--- config.mk ---
export PLATFORM = sky130hd
export DESIGN_NAME = rca_accumulator
export DESIGN_NICKNAME = d
export VERILOG_FILES = /design/src/rtl/rca_pkg.sv /design/src/rtl/rca.sv /design/src/rtl/rca_accumulator.sv
export SDC_FILE = /design/constraint.sdc
export NUM_CORES = 1
export LEC_CHECK = 0
export CAP_MARGIN = 20
export CORE_MARGIN = 5
export CORE_UTILIZATION = 48
export CTS_BUF_LIST = sky130_fd_sc_hd__clkbuf_8
export CTS_CLUSTER_DIAMETER = 60
export CTS_CLUSTER_SIZE = 8
export DETAILED_ROUTE_END_ITERATION = 6
export GPL_TIMING_DRIVEN = 0
export PLACE_DENSITY = 0.83
export SLEW_MARGIN = 20
export SYNTH_ARGS = -nofsm -noshare
export SYNTH_HDL_FRONTEND = slang
export SYNTH_HIERARCHICAL = 1
export SYNTH_SLANG_ARGS = --single-unit
--- constraint.sdc ---
create_clock -name clk -period 18.42 [get_ports clk]
set_input_delay 1.842 -clock clk [delete_from_list [all_inputs] [get_ports clk]]
set_output_delay 1.842 -clock clk [all_outputs]
set_load 0.01 [all_outputs]
--- src/rtl/rca_pkg.sv ---
// Shared types and default sizes for the ripple-carry adder and its streaming accumulator.
package rca_pkg;

    localparam int RCA_WIDTH   = 32;
    localparam int ACC_COUNT_W = 8;

    typedef enum logic [1:0] {
        IDLE = 2'd0,
        ACC  = 2'd1,
        DONE = 2'd2
    } acc_state_t;

endpackage

--- src/rtl/rca.sv ---
// Combinational ripple-carry adder: s = a + b mod 2^WIDTH, c = carry out of the top bit.
module rca
    import rca_pkg::*;
#(
    parameter int WIDTH = RCA_WIDTH
) (
    input  logic [WIDTH-1:0] a,
    input  logic [WIDTH-1:0] b,
    output logic [WIDTH-1:0] s,
    output logic             c
);

    logic [WIDTH:0] chain;

    assign chain[0] = 1'b0;

    for (genvar i = 0; i < WIDTH; i++) begin : g_bit
        assign s[i]         = a[i] ^ b[i] ^ chain[i];
        assign chain[i + 1] = (a[i] & b[i]) | (chain[i] & (a[i] ^ b[i]));
    end

    assign c = chain[WIDTH];

endmodule

--- src/rtl/rca_accumulator.sv ---
// Packet-reducing accumulator: sums a valid/ready operand stream through one rca and
// reports sum, sticky carry and saturating beat count when the packet closes.
module rca_accumulator
    import rca_pkg::*;
#(
    parameter int WIDTH   = RCA_WIDTH,
    parameter int COUNT_W = ACC_COUNT_W
) (
    input  logic               clk,
    input  logic               rst,
    input  logic               in_valid,
    output logic               in_ready,
    input  logic [WIDTH-1:0]   in_data,
    input  logic               in_last,
    output logic               out_valid,
    input  logic               out_ready,
    output logic [WIDTH-1:0]   out_sum,
    output logic               out_carry,
    output logic [COUNT_W-1:0] out_count
);

    // Handshakes: a transfer happens on a rising edge where valid & ready are both high;
    // out_valid and its data stay asserted and stable until that edge, and in_ready
    // never depends on in_valid.
    localparam logic [COUNT_W-1:0] COUNT_MAX = '1;
    localparam logic [COUNT_W-1:0] COUNT_ONE = COUNT_W'(1);

    acc_state_t         state;
    acc_state_t         state_next;
    logic [WIDTH-1:0]   acc;
    logic [WIDTH-1:0]   sum;
    logic               sum_carry;
    logic               carry;
    logic [COUNT_W-1:0] count;
    logic               accept;

    rca #(.WIDTH(WIDTH)) u_rca (
        .a (acc),
        .b (in_data),
        .s (sum),
        .c (sum_carry)
    );

    assign accept = in_valid & in_ready;

    always_ff @(posedge clk) begin
        if (rst) begin
            state <= IDLE;
        end else begin
            state <= state_next;
        end
    end

    always_comb begin
        state_next = state;
        case (state)
            IDLE:    if (accept) state_next = in_last ? DONE : ACC;
            ACC:     if (accept && in_last) state_next = DONE;
            DONE:    if (out_ready) state_next = IDLE;
            default: state_next = IDLE;
        endcase
    end

    always_comb begin
        in_ready  = (state != DONE);
        out_valid = (state == DONE);
    end

    // acc is zero in IDLE, so the adder output there is simply the first operand.
    always_ff @(posedge clk) begin
        if (rst) begin
            acc   <= '0;
            carry <= 1'b0;
            count <= '0;
        end else begin
            case (state)
                IDLE: begin
                    if (accept) begin
                        acc   <= sum;
                        carry <= sum_carry;
                        count <= COUNT_ONE;
                    end
                end
                ACC: begin
                    if (accept) begin
                        acc   <= sum;
                        carry <= carry | sum_carry;
                        if (count != COUNT_MAX) begin
                            count <= count + COUNT_ONE;
                        end
                    end
                end
                DONE: begin
                    if (out_ready) begin
                        acc   <= '0;
                        carry <= 1'b0;
                        count <= '0;
                    end
                end
                default: begin
                    acc   <= '0;
                    carry <= 1'b0;
                    count <= '0;
                end
            endcase
        end
    end

    assign out_sum   = acc;
    assign out_carry = carry;
    assign out_count = count;

endmodule
======== Yosys cells after proc, flatten, opt, wreduce, memory -nomap -nowiden ========
Cells that the tools add are included.
Widths: inputs -> output; s select.
word-level totals
  flip-flop bits (word level) ............. 43
  bits in latches ......................... 0
  RAM bits ................................ 0
  ROM bits ................................ 0
  input bits .............................. 37
  output and inout port bits .............. 43
  memories kept ........................... 0
operators by class
  $add $sub $neg .......................... 1
  multipliers ............................. 0
  div/mod/pow operators ................... 0
  order comparisons ....................... 0
  equality and inequality tests ........... 10
  shift operators ......................... 0
  multiplexer cells ....................... 17
  bitwise gates (word level) .............. 159
  reduce and logical (&&, ||, !) cells .... 7
operators with widths
  cell                 count
  $and 1x1->1          64
  $mux 32              2
  $pmux 32 s2          1
  $xor 1x1->1          63
  $mux 8               4
  $or 1x1->1           32
  $pmux 8 s3           1
  $ne 2x2->1 const B   5
  $add 8x1->8 const B  1
  $mux 2               4
  $ne 8x8->1 const B   1
  $pmux 2 s3           1
  $reduce_and 3->1     2
  $ne 2x1->1 const B   2
  $reduce_and 4->1     1
  $mux 1               3
  $pmux 1 s3           1
  $eq 2x1->1 const B   1
  $eq 2x2->1 const B   1
  $logic_not 2->1      1
  $reduce_and 2->1     1
  $reduce_or 2->1      1
  $logic_and 1x1->1    1

======== Longest topological paths before layout ========
Gate-level depths: netlist of run 1.
  depth in word-level cells ............... 66
  depth in mapped cells ................... 40
  gate-level depth less buffers ........... 40

======== Cells and area by module ========
The synthesis of run 1 kept the hierarchy.
by module, submodules not included
  module           times used  cells an instance  area an instance (um2)  sequential area each (um2)
  rca_accumulator  1           216                1,828.0                 860.8
  rca              1           42                 670.6                   0.0

======== Worst setup path before layout of run 1 ========
Ideal clock, no wire load.
  path kind ............................... input-to-reg
  start point ............................. input in_data[0]
  end point ............................... register acc[31] (netlist: out_sum[31])
  library setup time ...................... 0.070 ns
  arrival ................................. 13.921 ns
  path slack .............................. 4.429 ns
  stages .................................. 38
  buffers on the path ..................... 0
  cells stage by stage .................... ha_1 -> fa_1 -> fa_1 -> fa_1 -> fa_1 -> fa_1 -> fa_1 -> fa_1 -> fa_1 -> fa_1 -> fa_1 -> fa_1 -> fa_1 -> fa_1 -> fa_1 -> fa_1 -> inv_1 -> fa_1 -> [... 2 more ...] -> fa_1 -> fa_1 -> fa_1 -> fa_1 -> fa_1 -> fa_1 -> fa_1 -> fa_1 -> fa_1 -> fa_1 -> fa_1 -> fa_1 -> fa_1 -> inv_1 -> fa_1 -> inv_1 -> nand3b_1 -> a21oi_1
between the ends
  word-level cells in the longest chain between the ends .. 64
RTL lines
  item                       line                                          text
  start, declared            rca_accumulator.sv:13                         input logic [WIDTH-1:0] in_data,
  $and 1x1->1 (2 in series)  rca.sv:19                                     assign chain[i + 1] = (a[i] & b[i]) | (chain[i] & (a[i] ^ b[i]));
  $or 1x1->1                 rca.sv:19
  $and 1x1->1                rca.sv:19
  $or 1x1->1                 rca.sv:19
  $and 1x1->1                rca.sv:19
  $or 1x1->1                 rca.sv:19
  $and 1x1->1                rca.sv:19
  $or 1x1->1                 rca.sv:19
  [... 48 more ...]          -
  $and 1x1->1                rca.sv:19
  $or 1x1->1                 rca.sv:19
  $and 1x1->1                rca.sv:19
  $or 1x1->1                 rca.sv:19
  $xor 1x1->1                rca.sv:18                                     assign s[i] = a[i] ^ b[i] ^ chain[i];
  via sum[31]                rca_accumulator.sv:31                         logic [WIDTH-1:0] sum;
  $mux 32                    rca_accumulator.sv:78, rca_accumulator.sv:85
  $pmux 32 s2                rca_accumulator.sv:76                         case (state)
  end signal, assigned       rca_accumulator.sv:79                         acc <= sum;
  end signal, assigned       rca_accumulator.sv:86                         acc <= sum;
  end, declared              rca_accumulator.sv:30                         logic [WIDTH-1:0] acc;
The timed path passes the listed nets, and every way through them passes these cells. The select of a mux whose other input is x is not followed.
A chain may end at the register's enable or synchronous reset.

======== Final worst setup path of run 1 ========
Same ends and word-level chain as after synthesis.

==> out/metrics.yaml, run 1 <==
power_and_ir_drop:
  powerDensity_mw_per_mm2: 71.5
  leakagePower_nw: 1.30
  p_int_uw: 171
  p_sw_uw: 75.5
  p_comb_share_pct: 32.0
  switching_share_pct: 30.7
  power_frac_seq_pct: 45.4
  irDropWorstVdd_uv: 34.3
  pwr-share-clk_pct: 22.6
logic_synthesis:
  yosys-top-cells-count: "dfxtp_1 (43), a21oi_1 (39), nand2_1 (36)"
  yosys-top-cells-area: "dfxtp_1 (34%), fa_1 (25%), nand3b_1 (10%)"
  synth_cell_types: 34
  synth_edf_count: 0
  synth_most_common_cell: "dfxtp_1"
  ys_ff_latch: 43
  synth_cells: 258
  synthesis.nets: 328
  synth_area_sq_mm: 0.00250
  ys_async_sr_fraction_pct: 0
  yosysTopAreaCell: "dfxtp_1"
  ys.flop_type: "dfxtp_1"
  synth_top_area_share_pct: 34.5
  ys_seq_area_share_pct: 34.5
  avgSynthCellArea_sq_um: 9.68
  yosysWarnings: 6
worst_setup_path:
  cp-end-kind: "flop"
  crit_top_cell: "fa_1"
  cp_slowest_stage_delay_ns: 0.44
  worstPathArrival_ns: 15.08
  required_ns: 18.64
  r2r_end: "out_sum[31]"
  cp.depth: 39
  rr_startpoint: "out_sum[0]"
  cp_max_fo: 1
  crit_start: "in_data[0]"
  critPathBufInv: 5
  r2r_cells: 38
  regToRegSetupSlack_ns: 5.21
  crit_family: "adder cells"
  cp-endpoint: "out_sum[31]"
  crit_path_start_kind: "primary input"
  cp_slowest_cell: "fa_1"
  crit_type: "in -> reg"
placement:
  place.gp.congestion: 0.806
  hpwl_um: 4640
  portBuffers: 78
  place_ws_ns: 3.25
final_layout:
  regArea_sq_um: 861
  finalNetCount: 413
  drive_gt1_share_pct: 3.78
  multiInputGateArea_sq_mm: 0.00151
  areaGrowthSynthToFinish_pct: 38.0
  num_antenna_cells: 0
  fillers: 432
clock_network:
  clk_pin_slew_ns: 0.08
  cts_tree: "yes"
  post_cts_buffers: 0
  root_buffer: "clkbuf_8"
  clock_sinks: 43
  cts.path.max_buffers: 2
  cts_hold_buf: 0
  cts_resized: 0
  h-tree-depth: 2
  cts_buffers: 5
  clkLatencyLatePin_ns: 0.29
die:
  fp.dieW_um: 82.2
  dieHeight_um: 82.2
  core-area_sq_mm: 0.00507
  initial_core_util_pct: 49.2
  rows: 26
  dieArea_sq_mm: 0.00675
  io_pins: 80
grt:
  antenna_found_initial: 0
  overflow: 0
  track_usage_pct: 19.0
  grt_max_degree: 13
  grt_pass1_vias: 2136
  grt_pass1_wl_um: 9890
worst_hold_path:
  hold_class: "reg -> reg"
  hold_depth: 2
detailed_routing:
  routed_wirelength_um: 6020
  wl_per_cell_um: 14.5
  drtAntennaViolNets: 0
  dr.pass1.iters: 4
  drt_iter0_drc: 140
  viasPerCell: 5.30
  vias: 2194
  drcViolationCount: 0
sta:
  tightest_slew_ns: 0.470
  finalHoldViolCount: 0
  clock-skew-final_ns: 0.00659
  rsz0062_at_grt: "no"
  post-route-period-util_pct: 80.6
  finalSetupViolations: 0
  worst_slack_ns: 3.57
  maxSlewViolCount: 0
  slew_headroom_pct: 68.6
  fmax_ghz: 0.0673
  period_minus_slack_ns: 14.85
  setup_tns_ns: 0
run_status:
  status: "finished clean"
flow_run:
  max_cap_violations: 0
-- worst min path at each step --
stage                start           to
3_5_place_dp    out_sum[0]   out_sum[0]
5_1_grt        out_sum[27]  out_sum[27]
6_report        out_sum[0]   out_sum[0]
3_3_place_gp   out_sum[31]  out_sum[31]
2_1_floorplan  out_sum[16]  out_sum[16]
4_1_cts         out_sum[0]   out_sum[0]
-- stage by stage --
step	std cells	util, %	power (mW)	hold WS (ns)	area (sq um)
global route	414	67.9	0.263	0.511	3450
floorplan	258	-	0.154	0.488	2500
global placement	406	66.3	0.190	0.456	3370
CTS	414	67.9	0.249	0.475	3450
finish	414	67.9	0.246	0.470	3450
detailed placement	406	66.3	0.193	0.464	3370
-- logic make-up after synthesis --
| kind of cell | synth area share [%] |
|---|---|
| buffers and inverters | 5.21 |
| adders and majority gates | 25.8 |
| DFF | 34.5 |
| AOI/OAI and AO/OA | 13.0 |
| and+or+nand+nor | 21.5 |
-- area by class of cell --
cell class                 instances  area share (%)
timing repair buffer              78            22.6
sequential                        43            25.0
tap                               70            2.54
multi-input combinational        185            43.7
buffer                            17            2.36
clock buffer                       5            2.00
inverter                          13            1.42
clock inverter                     3           0.363
-- power by group through the flow --
stage               logic [mW]  clock network [mW]  registers [mW]
floorplan               0.0374                   0           0.117
global placement        0.0762                   0           0.114
detailed placement      0.0792                   0           0.114
CTS                     0.0796              0.0576           0.112
global route            0.0875              0.0613           0.114
finish                  0.0789              0.0556           0.112
-- cell usage in the layout (no fill, tap or decap), drive strengths merged, types with 5 or more instances in the layout --
cell type	n
inv	15
o21ai	5
nand2	36
fa	31
buf	7
nand3b	34
dfxtp	43
a21oi	39
clkbuf	15
nor2	5
clkdlybuf4s50	78
-- tightest hold or removal path, stage by stage, from the launching register on --
cell     delay (ns)
dfxtp_1        0.32
nand2_1        0.05
a21oi_1        0.05
-- flip-flops by register name, indices dropped and copies added (netlist names) --
| signal | count |
|---|---|
| out_count | 8 |
| state | 2 |
| out_sum | 32 |
| out_carry | 1 |
-- metal layers --
metal,wire (um),global-route usage [%]
met5,0,0
met4,64,6.15
met3,411,3.58
met2,2930,30.6
met1,2620,25.7
Note: power is estimated with default switching activity, not from simulation.
==> run 2, diff against run 1 <==
Settings changed: CORE_UTILIZATION 48 to 43, PLACE_DENSITY 0.83 to 0.78.
Clock period 18.42 ns to 11.9 ns, I/O delays scaled along.
==> run 2 against run 1 <==
The run now ends with negative setup slack left. Clock skew about the same. Clock power up 58%. Setup slack worse by 4.0 ns. Sequential power up 55%. First-iteration DRC count down 35%. Hold slack better by 0.020 ns. Register-to-register slack worse by 5.0 ns. Final area up 2.8%. Sequential cell count unchanged. Critical path type unchanged. Highest routed layer unchanged.
==> out/metrics.yaml, run 2 (synthesis gave the netlist of run 1 again) <==
die:
  io_pins: 80  # unchanged
  core-area_sq_mm: 0.00557  # was 0.00507 sq mm
  dieHeight_um: 86.2  # was 82.2 um
  initial_core_util_pct: 44.8  # was 49.2%
  dieArea_sq_mm: 0.00744  # was 0.00675 sq mm
  rows: 27  # was 26
  fp.dieW_um: 86.2  # was 82.2 um
power_and_ir_drop:
  leakagePower_nw: 1.25  # was 1.30 nW
  irDropWorstVdd_uv: 61.0  # was 34.3 uV
  total_power_uw: 389  # was 246 uW
  powerDensity_mw_per_mm2: 110  # was 71.5 mW/mm^2
worst_setup_path:
  rr_startpoint: "out_sum[0]"  # unchanged
  cp_slowest_stage_delay_ns: 0.43  # was 0.44 ns
  crit_top_cell: "fa_2"  # was fa_1
  crit_type: "in -> reg"  # unchanged
  required_ns: 12.12  # was 18.64 ns
  crit_start: "in_data[0]"  # unchanged
  crit_path_start_kind: "primary input"  # unchanged
  cp_slowest_cell: "fa_2"  # was fa_1
  cp-end-kind: "flop"  # unchanged
  cp_max_fo: 1  # unchanged
  worstPathArrival_ns: 12.57  # was 15.08 ns
sta:
  finalHoldViolCount: 0  # unchanged
  fmax_ghz: 0.0810
  maxSlewViolCount: 0  # unchanged
  worst_slack_ns: -0.445  # was 3.57 ns
  clock-skew-final_ns: 0.00697  # was 0.00659 ns
  rsz0062_at_grt: "yes"  # was no
  period_minus_slack_ns: 12.34
  slew_headroom_pct: 65.8  # was 68.6%
  finalSetupViolations: 3  # was 0
  tightest_slew_ns: 0.513  # was 0.470 ns
  post-route-period-util_pct: 104
  hold_ws_ns: 0.490  # was 0.470 ns
grt:
  grt_pass1_wl_um: 9930  # was 9890 um
  grt_pass1_vias: 2061  # was 2136
  track_usage_pct: 16.6  # was 19.0%
  antenna_found_initial: 0  # unchanged
  grt_max_degree: 13  # unchanged
  overflow: 0  # unchanged
placement:
  place_ws_ns: -1.09  # was 3.25 ns
  hpwl_um: 4590  # was 4640 um
  dp_cells: 408  # was 406
  place.gp.congestion: 0.888  # was 0.806
  portBuffers: 78  # unchanged
detailed_routing:
  wl_per_cell_um: 14.5  # about the same
  viasPerCell: 5.17  # was 5.30
  routed_wirelength_um: 6010  # was 6020 um
  drt_iter0_drc: 91  # was 140
  drcViolationCount: 0  # unchanged
  dr.pass1.iters: 4  # unchanged
  vias: 2152  # was 2194
  drtAntennaViolNets: 0  # unchanged
clock_network:
  clk_pin_slew_ns: 0.08  # about the same
  cts_tree: "yes"  # unchanged
  cts_buffers: 5  # unchanged
  clock_sinks: 43  # unchanged
  clkLatencyLatePin_ns: 0.29  # about the same
  cts.path.max_buffers: 2  # unchanged
  h-tree-depth: 2  # unchanged
  root_buffer: "clkbuf_8"  # unchanged
worst_hold_path:
  hold_class: "reg -> reg"  # unchanged
  worst_hold_startpoint: "out_sum[31]"  # was out_sum[0]
final_layout:
  final_cell_mix: "clkdlybuf4s50_1 (76), dfxtp_1 (43), a21oi_1 (39)"  # was clkdlybuf4s50_1 (78), dfxtp_1 (43), a21oi_1 (39)
  finalNetCount: 413  # unchanged
  num_antenna_cells: 0  # unchanged
  layout_commonest_cell: "clkdlybuf4s50_1"  # unchanged
  drive_gt1_share_pct: 15.1  # was 3.78%
  areaGrowthSynthToFinish_pct: 41.9  # was 38.0%
  largest_reg_flops: 32  # unchanged
  fin_cells: 416  # was 414
run_status:
  status: "finished with violations"  # was finished clean
  violations: "negative setup slack"
flow_run:
  max_cap_violations: 0  # unchanged
run 2: cell count changes in the layout (fill, tap and decap cells not counted):
cell             delta
buf_6               +1
clkdlybuf4s15_1     +1
clkdlybuf4s50_1     -2
fa_1               -31
fa_2               +31
ha_1                -1
ha_4                +1
inv_1               -5
inv_2               +5
nand2_1             -1
nand2_2             +1
run 2: power by group:
group | internal [mW] | switching, mW | total, mW | leakage, nW
sequential | 0.158 | 0.0162 | 0.174 | 0.353
clock | 0.0395 | 0.0482 | 0.0877 | 0.0505
combinational | 0.0708 | 0.0562 | 0.127 | 0.852
total | 0.268 | 0.121 | 0.389 | 1.25
run 2: area by class of cell:
type                    count  area, sq um
plain buffers              17         81.3
clock buffers               5         68.8
clock inverters             3         12.5
fillers                   478         2030
inverters                  13         48.8
multi-input cells         185         1600
flip-flops and latches     43          861
well taps                  72         90.1
repair buffers             78          782
run 2: final timing paths:
check,to,slack [ns],cells after the start
worst max-delay path,out_sum[31],-0.44,39
worst max register to register,out_sum[31],0.17,38
worst min register to register,out_sum[31],0.49,2
worst min-delay path,out_sum[31],0.49,2
run 2: worst max-delay path, delay by kind of cell:
kind	cells	cell delay (ns)
adder cells (fa/ha/maj)	32	10.81
AO/OA/AOI/OAI	1	0.16
buffers and inverters	5	0.32
AND/OR/NAND/NOR	1	0.07
run 2: layer usage:
metal	routed length [um]	vias to the layer above	share of wire, %	global-route usage, %
met5	0	-	0	0
met4	48	0	0.80	3.82
met3	412	6	6.9	3.80
met2	2880	68	48	26.9
met1	2670	1026	44	22.6
li1	-	1052	-	-
run 2: stage by stage:
stage | TNS, ns | util [%] | area [sq um]
floorplan | -0.449 | - | 2570
global placement | -2.99 | 61.8 | 3440
finish | -0.741 | 63.6 | 3540
detailed placement | -3.19 | 61.8 | 3440
global route | -1.55 | 63.6 | 3540
CTS | -0.814 | 63.5 | 3540
run 2: what timing repair did:
item                                   in CTS  in global routing
endpoints found under the hold margin       0                  0
hold buffers                                0                  0
resized for setup                          11                  3
setup endpoints to repair                   4                  3
buffers inserted                            0                  0
gates cloned                                0                  0
pin swaps                                   2                  1
